**config.mk**
```make
export PLATFORM = sky130hd
export DESIGN_NAME = c432_top
export DESIGN_NICKNAME = d
export VERILOG_FILES = /design/src/rtl/c432_top.sv
export SDC_FILE = /design/constraint.sdc
export NUM_CORES = 1
export LEC_CHECK = 0
export CAP_MARGIN = 20
export CORE_MARGIN = 8
export CORE_UTILIZATION = 34
export DETAILED_ROUTE_END_ITERATION = 10
export PLACE_DENSITY = 0.78
export SYNTH_ARGS = -nofsm -noshare
export SYNTH_HDL_FRONTEND = slang
export SYNTH_SLANG_ARGS = --single-unit
export TNS_END_PERCENT = 30
```
**constraint.sdc**
```tcl
create_clock -name clock -period 0.8 [get_ports clock]
set_input_delay 0.08 -clock clock [delete_from_list [all_inputs] [get_ports clock]]
set_output_delay 0.08 -clock clock [all_outputs]
set_load 0.05 [all_outputs]
```
**src/rtl/c432_top.sv**
```systemverilog
// c432_top: 27-channel interrupt priority encoder (3 groups x 9 channels)
// with registered outputs.
// Group A has the highest priority, then B, then C.
// Within the selected group, the lowest enabled index wins.
// Optional build macro C432_TOP_INPUT_REG_EN adds an input register
// stage, which raises the latency from 1 to 2 edges.
module c432_top (
    input  logic clock,
    input  logic reset,
    input  logic input_0,  input  logic input_1,  input  logic input_2,
    input  logic input_3,  input  logic input_4,  input  logic input_5,
    input  logic input_6,  input  logic input_7,  input  logic input_8,
    input  logic input_9,  input  logic input_10, input  logic input_11,
    input  logic input_12, input  logic input_13, input  logic input_14,
    input  logic input_15, input  logic input_16, input  logic input_17,
    input  logic input_18, input  logic input_19, input  logic input_20,
    input  logic input_21, input  logic input_22, input  logic input_23,
    input  logic input_24, input  logic input_25, input  logic input_26,
    input  logic input_27, input  logic input_28, input  logic input_29,
    input  logic input_30, input  logic input_31, input  logic input_32,
    input  logic input_33, input  logic input_34, input  logic input_35,
    output logic po0,
    output logic po1,
    output logic po2,
    output logic po3,
    output logic po4,
    output logic po5,
    output logic po6
);

    localparam int unsigned N_CH = 9;
    localparam int unsigned CH_W = 4;
    localparam int unsigned IN_W = 4 * N_CH;

    logic [IN_W-1:0] in_raw;
    logic [IN_W-1:0] in_use;
    logic [N_CH-1:0] grp_a, grp_b, grp_c, chan_en;
    logic [N_CH-1:0] qual_a_c, qual_b_c, qual_c_c, sel_c;
    logic            pa_c, pb_c, pc_c;
    logic [CH_W-1:0] ch_c;
    logic            pa_q, pb_q, pc_q;
    logic [CH_W-1:0] ch_q;

    assign in_raw = {input_35, input_34, input_33, input_32, input_31, input_30,
                     input_29, input_28, input_27, input_26, input_25, input_24,
                     input_23, input_22, input_21, input_20, input_19, input_18,
                     input_17, input_16, input_15, input_14, input_13, input_12,
                     input_11, input_10, input_9,  input_8,  input_7,  input_6,
                     input_5,  input_4,  input_3,  input_2,  input_1,  input_0};

`ifdef C432_TOP_INPUT_REG_EN
    logic [IN_W-1:0] in_q;

    // Input capture stage ahead of the encoder
    always_ff @(posedge clock or posedge reset) begin
        if (reset) begin
            in_q <= '0;
        end else begin
            in_q <= in_raw;
        end
    end

    assign in_use = in_q;
`else
    assign in_use = in_raw;
`endif

    assign grp_a   = in_use[N_CH-1:0];
    assign grp_b   = in_use[2*N_CH-1:N_CH];
    assign grp_c   = in_use[3*N_CH-1:2*N_CH];
    assign chan_en = in_use[4*N_CH-1:3*N_CH];

    // Lowest set bit index; 0 when nothing is set
    function automatic logic [CH_W-1:0] lowest_idx(input logic [N_CH-1:0] q);
        logic [CH_W-1:0] idx;
        idx = '0;
        for (int i = int'(N_CH) - 1; i >= 0; i--) begin
            if (q[i]) idx = CH_W'(i);
        end
        return idx;
    endfunction

    // Group priority first, then lowest qualified index within the group
    always_comb begin
        qual_a_c = grp_a & chan_en;
        qual_b_c = grp_b & chan_en;
        qual_c_c = grp_c & chan_en;
        pa_c     = |qual_a_c;
        pb_c     = !pa_c && (|qual_b_c);
        pc_c     = !pa_c && !pb_c && (|qual_c_c);
        sel_c    = '0;
        if (pa_c) begin
            sel_c = qual_a_c;
        end else if (pb_c) begin
            sel_c = qual_b_c;
        end else if (pc_c) begin
            sel_c = qual_c_c;
        end
        ch_c = lowest_idx(sel_c);
    end

    // Output register
    always_ff @(posedge clock or posedge reset) begin
        if (reset) begin
            pa_q <= 1'b0;
            pb_q <= 1'b0;
            pc_q <= 1'b0;
            ch_q <= '0;
        end else begin
            pa_q <= pa_c;
            pb_q <= pb_c;
            pc_q <= pc_c;
            ch_q <= ch_c;
        end
    end

    assign po0 = pa_q;
    assign po1 = pb_q;
    assign po2 = pc_q;
    assign po3 = ch_q[0];
    assign po4 = ch_q[1];
    assign po5 = ch_q[2];
    assign po6 = ch_q[3];

endmodule

```
After elaboration in Yosys (flattened, before gate mapping)
Cells that the tools add are included.

Register bits: 7. Input bits: 38. Output and inout bits: 7. Word-level logic and storage cells: 27.

Mux-type cells: 12. Bitwise operators: 3. Reductions and logical operators: 8.

Operator list (count): 4-bit 2-to-1 mux (9); 9-bit bitwise AND (3); 9-bit 2-to-1 mux (3); 9-bit OR reduction (3); 1-bit logical AND (3); 1-bit logical NOT (2).

Longest topological paths before layout
Depth in word-level cells: 19. Depth in mapped cells: 9. Mapped depth without buffers: 8.

Worst setup path after synthesis
OpenSTA, ideal clock, no wires.

Path kind: input port to flip-flop. Start: input port input_27. End: register ch_q[0]. Setup time: 0.104 ns. Arrival: 1.493 ns. Slack: -0.796 ns. Stages on the path: 8. Buffers on the path: 1. Path through: a222oi_1 -> and3_1 -> buf_6 -> nand4_1 -> o21ai_0 -> a21oi_1 -> or4_1 -> o311ai_1.

Cells in the longest elaborated chain, start to end: 18. Elaborated cells on any way between the ends: 22.

Ends and longest elaborated chain: start: declaration (line 19) `input logic input_27, input logic input_28, input logic input_29,`; 9-bit bitwise AND (line 85) `qual_a_c = grp_a & chan_en;`; 9-bit OR reduction (line 88) `pa_c = |qual_a_c;`; 1-bit logical NOT (line 89, 90); 1-bit logical AND (line 89) `pb_c = !pa_c && (|qual_b_c);`; 1-bit logical NOT (line 90) `pc_c = !pa_c && !pb_c && (|qual_c_c);`; 1-bit logical AND (2 in a row) (line 90); 9-bit 2-to-1 mux (line 96) `end else if (pc_c) begin`; 9-bit 2-to-1 mux (line 94) `end else if (pb_c) begin`; 9-bit 2-to-1 mux (*) (line 92) `if (pa_c) begin`; 4-bit 2-to-1 mux (7 in a row) (line 78) `if (q[i]) idx = CH_W'(i);`; 4-bit 2-to-1 mux (*) (line 78); named net ch_c[0] (line 40) `logic [CH_W-1:0] ch_c;`; end signal: assignment (line 113) `ch_q <= ch_c;`; end: declaration (line 42) `logic [CH_W-1:0] ch_q;`.

The timed path passes the listed nets; every way through them passes the cells marked *.

Worst setup path in the final report
Start: input port input_0. End: register ch_q[2].

Cells in the longest elaborated chain, start to end: 18.

Ends and longest elaborated chain: start: declaration (line 10) `input logic input_0, input logic input_1, input logic input_2,`; 9-bit bitwise AND (*) (line 85); 9-bit OR reduction (line 88); 1-bit logical NOT (line 89, 90); 1-bit logical AND (line 89); 1-bit logical NOT (line 90); 1-bit logical AND (2 in a row) (line 90); 9-bit 2-to-1 mux (line 96); 9-bit 2-to-1 mux (line 94); 9-bit 2-to-1 mux (*) (line 92); 4-bit 2-to-1 mux (7 in a row) (line 78); 4-bit 2-to-1 mux (*) (line 78); named net ch_c[2] (line 40).

Marked as above.

==> results by stage <==
Outcome:
- The run finished, with violations left.
- The checks that failed: negative setup slack.

Routing:
- The total routed wire length on the met1 layer is around 1400 µm.
- The detail route stage leaves a number of antenna-violating nets equal to 0.
- For this block, the routed nets add up to 4010 µm of wire.
- The detailed-router iteration count before antenna repair is 4.
- Summing over every cut layer, the via total after detailed routing is approximately 1,100.
- After detailed routing, the average wire length per cell comes to ~22 µm.
- After detailed routing, the number of remaining DRC violations is 0.
- Summed over all nets, wire length on met2 after detailed routing comes to a little over 2000 µm.
- Signal routing reaches up to met4.
- The count of routing violations after the opening detailed-route iteration is 72.
- The detailed route wirelength on metal3 is approximately 350 µm.
- After detailed routing, the number of vias per cell comes to between 6 and 7.

Clock tree:
- The number of clock sinks seen by CTS is 7.
- The clock tree from TritonCTS is built.
- The buffer depth of the longest clock path is 2.
- The count of hold buffers inserted by post-cts repair is 0.
- TritonCTS created 3 clock buffers.
- After clock tree synthesis, the clock-pin slew on the worst setup and hold paths is 0.06 ns.
- In this run the clock root is driven by a sky130_fd_sc_hd__clkbuf_4.
- CTS built an H-tree with a depth of 1.

Yosys:
- By count the netlist is led by 8 x sky130_fd_sc_hd__a22oi_1, 7 x sky130_fd_sc_hd__dfrtp_1, 5 x sky130_fd_sc_hd__nand2_1, 5 x sky130_fd_sc_hd__o21ai_0.
- The register bit count reported by yosys is 7.
- After synthesis, the netlist uses 34 different library cells.
- The biggest area contributor in the post-synthesis netlist is sky130_fd_sc_hd__dfrtp_1.
- Synthesis produced a netlist whose cell count is 75.
- The most instantiated library cell after synthesis is sky130_fd_sc_hd__a22oi_1.
- Of all flip-flops after synthesis, the portion carrying an async set or reset was 1.00.
- The synthesized area is approximately 650 µm².
- Counting flops with a built-in enable in the synthesized netlist gives 0.
- The share of the Yosys chip area taken by registers is 0.270.
- The most used flip-flop cell after synthesis is sky130_fd_sc_hd__dfrtp_1.
- The post-synthesis area per instance is between 8 and 9 µm².
- When the netlist entered floorplanning its net count stood at about 110.
- After synthesis, the cell types taking the most area are sky130_fd_sc_hd__dfrtp_1 27%, sky130_fd_sc_hd__a22oi_1 9.3%, sky130_fd_sc_hd__nand4_1 3.9%, sky130_fd_sc_hd__o21ai_0 3.9%, sky130_fd_sc_hd__buf_6 3.5%.
- The share of the synthesized area in the top cell type is 0.270.
- The total of warnings raised by yosys is 0.

Critical path:
- In this run the worst path has a maximum fanout of 7.
- The slowest stage of the critical path is the sky130_fd_sc_hd__a222oi_1 cell.
- The required time at the endpoint of the critical path is slightly below 1 ns.
- The start point of the critical path is input_0.
- The element type at the critical path start is an input pin.
- The worst endpoint data arrival time is around 1.9 ns.
- The worst setup path is captured at a flop.
- Grouping stages by cell kind, the critical path spends the most delay in simple AND/OR/NAND/NOR gates.
- Traced cell by cell, the critical path runs through buf_6 -> a222oi_1 -> and3_4 -> buf_6 -> nand4_1 -> o211a_1 -> nor2b_4 -> or3b_4 -> nor2b_4.
- The category of the most critical setup path is input pin to flop.
- The combined buffer and inverter count along the critical path is 2.
- On the worst path, the slowest cell contributes a delay of around 0.35 ns.

Final layout:
- The count of nets after finishing is about 200.
- From synthesis to final layout, the design area changed by 135%.
- Measured on the finished design, the core utilization comes to 0.862.
- The antenna cell count is 0.
- The filler cells instantiated in the layout total 103.
- The share of layout cells above drive strength 1 is 0.654.

Power:
- The total power density per cell area is between 1000 and 1500 nW/µm².
- The switching portion of total power is 0.361.
- The share of total power dissipated in sequential elements is 0.248.
- The share of total power dissipated in combinational logic is 0.549.
- The analysis attributes to net switching a power of just under 0.6 mW.
- Power comes to around 1.6 mW.
- The worst-case IR drop observed on VDD is between 0.0007 and 0.0008 V.
- The design internal power is 1.04 mW.
- The cell leakage power is between 0.6 and 0.7 nW.
- The portion of total power attributed to the clock network is 0.203.

GRT:
- Entering global routing, the biggest net connects 9 pins.
- The leftover overflow at the end of global routing is 0.
- The initial antenna violation count is 0.
- The via count of the first global-routing pass was 1,136.
- The total track usage is 0.219.
- The first global-routing pass estimated 5810 µm of wire.

Floorplanning:
- The area of the core region is approximately 1800 µm².
- For this design the top-level I/O count stands at 45.
- The starting density of the core is 0.367.
- The die is ~60 µm wide.
- In this run the vertical extent of the chip is 59.7 µm.
- The number of standard-cell rows in the floorplan is 15.
- The die covers about 3600 µm².

Run:
- Max-cap violations in this run came to 0.

Placed design:
- The congestion estimate from routability-driven global placement came to ~0.9.
- The estimated wirelength of the detail-placed design is ~2700 µm.
- In this run the tool buffered the top-level ports with 44 buffer cells.
- The post-placement worst setup slack is -1.43 ns.

STA:
- The tightest hold margin is approximately 0.069 ns.
- The number of hold violations in the final report came to 0.
- Setup repair after global routing could not meet its margin everywhere.
- The fraction of the cycle the final worst path needs is 2.09.
- Subtracting the final worst setup slack from the clock period gives 1.67 ns.
- Setup violations remaining at the end of the flow were counted as 14.
- The worst pin sits at a relative slew slack of 0.789.
- Timing would allow up to between 500 and 600 MHz.
- The max-slew violation count is 0.
- The transition time at the pin with the least slew margin is 0.317 ns.
- In the post-route analysis, the smallest setup slack over all paths is -0.869 ns.

Hold path:
- The min-delay analysis places its worst path in the category input pin to async pin.
metal layers:
metal  track usage  vias to the layer above
met5             0                        -
met4         0.122                        0
met3        0.0557                       19
met2         0.392                       83
met1         0.224                      513
li1              -                      476
state kept, by name (all words and copies together), names as in the netlist:
signal and count:
po0 1, po1 1, ch_q 4, po2 1
area by class of cell:
class,instances,area (µm²),share of cell area
Inverter,2,10.0,0.00658
Multi-Input combinational cell,64,583,0.383
Tap cell,25,31.3,0.0206
Clock buffer,4,26.3,0.0173
Timing Repair Buffer,79,696,0.457
Sequential cell,7,175,0.115
per-stage QoR:
| step | setup TNS, ns | instances | area (µm²) |
|---|---|---|---|
| after floorplan | -3.59 | 75 | 648 |
| after global placement | -8.44 | 170 | 1380 |
| after detailed placement | -8.82 | 170 | 1380 |
| after CTS | -4.27 | 178 | 1490 |
| after global routing | -5.33 | 181 | 1520 |
| final | -5.06 | 181 | 1520 |
path summary, 6_finish.rpt:
kind | end | slack (ns) | depth (start not counted)
min | ch_q[3]$_DFF_PP0_ | 0.07 | 2
min in group clock | ch_q[3]$_DFF_PP0_ | 0.18 | 3
max | ch_q[2]$_DFF_PP0_ | -0.87 | 9
max in group asynchronous | ch_q[2]$_DFF_PP0_ | 0.51 | 2
repair_timing:
action | 4_1_cts | 5_1_grt
endpoints found under the setup margin | 14 | 14
setup buffers | 5 | 3
pin swaps | 30 | 8
gates cloned | 0 | 0
resized for setup | 133 | 6
power by group through the flow:
| stage | combinational, mW | sequential, mW | clock [mW] |
|---|---|---|---|
| detailed placement | 0.753 | 0.406 | 0 |
| floorplan | 0.190 | 0.481 | 0 |
| global route | 0.924 | 0.403 | 0.365 |
| finish | 0.889 | 0.402 | 0.330 |
| global placement | 0.735 | 0.405 | 0 |
| CTS | 0.828 | 0.401 | 0.323 |
logic make-up after synthesis:
group                  after synthesis  share of synthesized area
and+or+nand+nor                     32                      0.297
buffers and inverters                4                     0.0502
DFF                                  7                      0.270
AOI/OAI and AO/OA                   32                      0.382
cells in the final DEF, fill, tap and decap left out, types with 3 or more instances in the layout:
cell                               n
sky130_fd_sc_hd__dlygate4sd2_1     3
sky130_fd_sc_hd__a22oi_2           4
sky130_fd_sc_hd__clkdlybuf4s50_1  10
sky130_fd_sc_hd__a21oi_2           3
sky130_fd_sc_hd__a22oi_1           4
sky130_fd_sc_hd__buf_12            7
sky130_fd_sc_hd__buf_6             6
sky130_fd_sc_hd__nor3_2            3
sky130_fd_sc_hd__nand4_1           4
sky130_fd_sc_hd__clkbuf_4          3
sky130_fd_sc_hd__nand3_1           3
sky130_fd_sc_hd__nand2_1           3
sky130_fd_sc_hd__dfrtp_1           7
sky130_fd_sc_hd__o21ai_2           5
sky130_fd_sc_hd__buf_4            32
sky130_fd_sc_hd__buf_2            18
Note: power is estimated with default switching activity, not from simulation.
==> RTL edit: new RTL, same settings <==
Build with the macro `C432_TOP_INPUT_REG_EN` defined.
--- a/src/rtl/c432_top.sv
+++ b/src/rtl/c432_top.sv
@@ -5,4 +5,6 @@
 // Optional build macro C432_TOP_INPUT_REG_EN adds an input register
 // stage, which raises the latency from 1 to 2 edges.
+`define C432_TOP_INPUT_REG_EN
+
 module c432_top (
     input  logic clock,
Function: changed (Yosys sat finds a counterexample within 4 cycles, from zero or initial values and one cycle with reset high).
==> RTL edit against the original RTL <==
- sequential share of layout area is 31 points higher
- routed wire length is 1.3% higher
- combinational power is 6.0% lower
- synthesized cell count is 48% higher
- setup slack worse by 450 ps
- power grew to 2.8 times the old value
- global-route usage is 9.8 points lower
- synthesized area is 140% higher
- sequential cell count is 36 higher
- first-iteration DRC count is 24% higher
- cell count is 34% higher
- the flow still finishes with violations (negative setup slack)
- final area is 65% higher
- largest power group is now sequential cells
==> RTL edit: results (changes against the original RTL) <==
sw frac=24.8% (was 36.1%); layout cell share with drive strength beyond 1=35.1% (was 65.4%); failing checks=negative setup slack (unchanged); Leakage=1.07 nW (was 0.685 nW); GRT Util Overall=12.0% (was 21.9%); Final Skew=approximately 5.5 ps; Tot Pwr=4.50 mW (was 1.62 mW); final RePlAce weighted congestion=0.921 (about the same); PD cells=1790 nW/um^2 (was 1070 nW/um^2); HPWL after detailed placement=3130 um (was 2730 um); VDD IR max=1050 uV (was 730 uV); H-tree depth=2 (was 1); register area share after synthesis=69.4% (was 27.0%); clock power share=28.6% (was 20.3%); largest net degree at the start of global routing=28 (was 9); final setup fails=14 (unchanged); Yosys cell types=35 (was 34); M1 WL=1600 um (was 1420 um); routed vias=1243 (was 1091); WL per Instance=16.7 um (was 22.1 um); CTS Root Buffer Type=clkbuf_8 (was clkbuf_4); synth top area cells=dfrtp_1 69%, a22oi_1 3.9%, nand4_1 1.6% (was dfrtp_1 27%, a22oi_1 9.3%, nand4_1 3.9%); Max Root-Sink Buffers=2 (unchanged); Post-Synthesis Cells=111 (was 75); critical path's slowest cell=or4_4 (was a222oi_1); Starting DRT DRC Count=89 (was 72); number of fill cells=363 (was 103); CP arrival=2310 ps (was 1850 ps); Non-Filler Instances=243 (was 181); First-pass DRT Iterations=5 (was 4); Slew HR=73.4% (was 78.9%); status=complete, but fails checks (unchanged); syn_nets=149 (was 113); met2 WL=2090 um (was 2050 um); Clock Pin Slew Worst Setup and Hold Paths=80 ps (was 60 ps); ys async rst share=100% (unchanged); first-pass GRT wire length=6870 um (was 5810 um); post-placement worst setup slack=-1410 ps (was -1430 ps); Placement Cell Area=2320 um^2 (was 1380 um^2); Comb power frac=18.5% (was 54.9%); Worst-Skew Late Latency=roughly 290 ps; top cells by count, synth=43 x dfrtp_1, 8 x a22oi_1, 5 x o21ai_0 (was 8 x a22oi_1, 7 x dfrtp_1, 5 x nand2_1, 5 x o21ai_0); worst hold path type=in -> async (unchanged); slowest cell delay on critical path=430 ps (was 350 ps); vias in the first global route=1429 (was 1136); worst-path maximum fanout=8 (was 7); number of CTS-inserted buffers=5 (was 3); Post-synth top flop=dfrtp_1 (unchanged); Post-Route Setup TNS=-8710 ps (was -5060 ps); PnR worst setup slack=-1320 ps (was -869 ps); Nets=228 (was 195); initial antenna violation count=0 (unchanged); met3 WL=297 um (was 345 um)
## RTL edit: cell types whose count changed after synthesis
cell and delta:
dfrtp_1 +36, nand2_2 +1, nand2_1 -1
## RTL edit: logic make-up after synthesis
| family | count (synthesis) | share of synthesized area [%] |
|---|---|---|
| flip-flops | 43 | 69.4 |
| buffers and inverters | 4 | 2.10 |
| AND/OR/NAND/NOR | 32 | 12.6 |
| AO/OA/AOI/OAI | 32 | 16.0 |
## RTL edit: worst paths after layout
kind	startpoint	endpoint	slack, ps	cells past startpoint
hold reg to reg	in_q[26]$_DFF_PP0_	po2$_DFF_PP0_	600	2
setup / recovery	in_q[32]$_DFF_PP0_	ch_q[0]$_DFF_PP0_	-1320	8
min in group clock	input_7	in_q[7]$_DFF_PP0_	220	1
setup reg to reg	in_q[32]$_DFF_PP0_	ch_q[0]$_DFF_PP0_	-1320	8
max in group asynchronous	reset	in_q[30]$_DFF_PP0_	460	3
hold / removal	reset	in_q[6]$_DFF_PP0_	170	3
## RTL edit: area by class of cell
| class | instances | share of cell area [%] |
|---|---|---|
| Clock buffer | 7 | 3.03 |
| Clock inverter | 1 | 0.199 |
| Inverter | 2 | 0.547 |
| Multi-Input combinational cell | 64 | 20.3 |
| Sequential cell | 43 | 42.8 |
| Tap cell | 52 | 2.59 |
| Timing Repair Buffer | 74 | 30.5 |
## RTL edit: what timing repair did
item                                    CTS  global route
setup buffers                             4             1
hold buffers                              0             0
endpoints found under the setup margin   14            14
pin swaps                                 9            10
gates resized for setup                  14             6
## RTL edit: layer usage
metal / global-route usage (%) / up-vias
met5: 0 / -
met4: 4.87 / 0
met3: 4.69 / 9
met2: 20.2 / 61
met1: 13.3 / 597
li1: - / 576
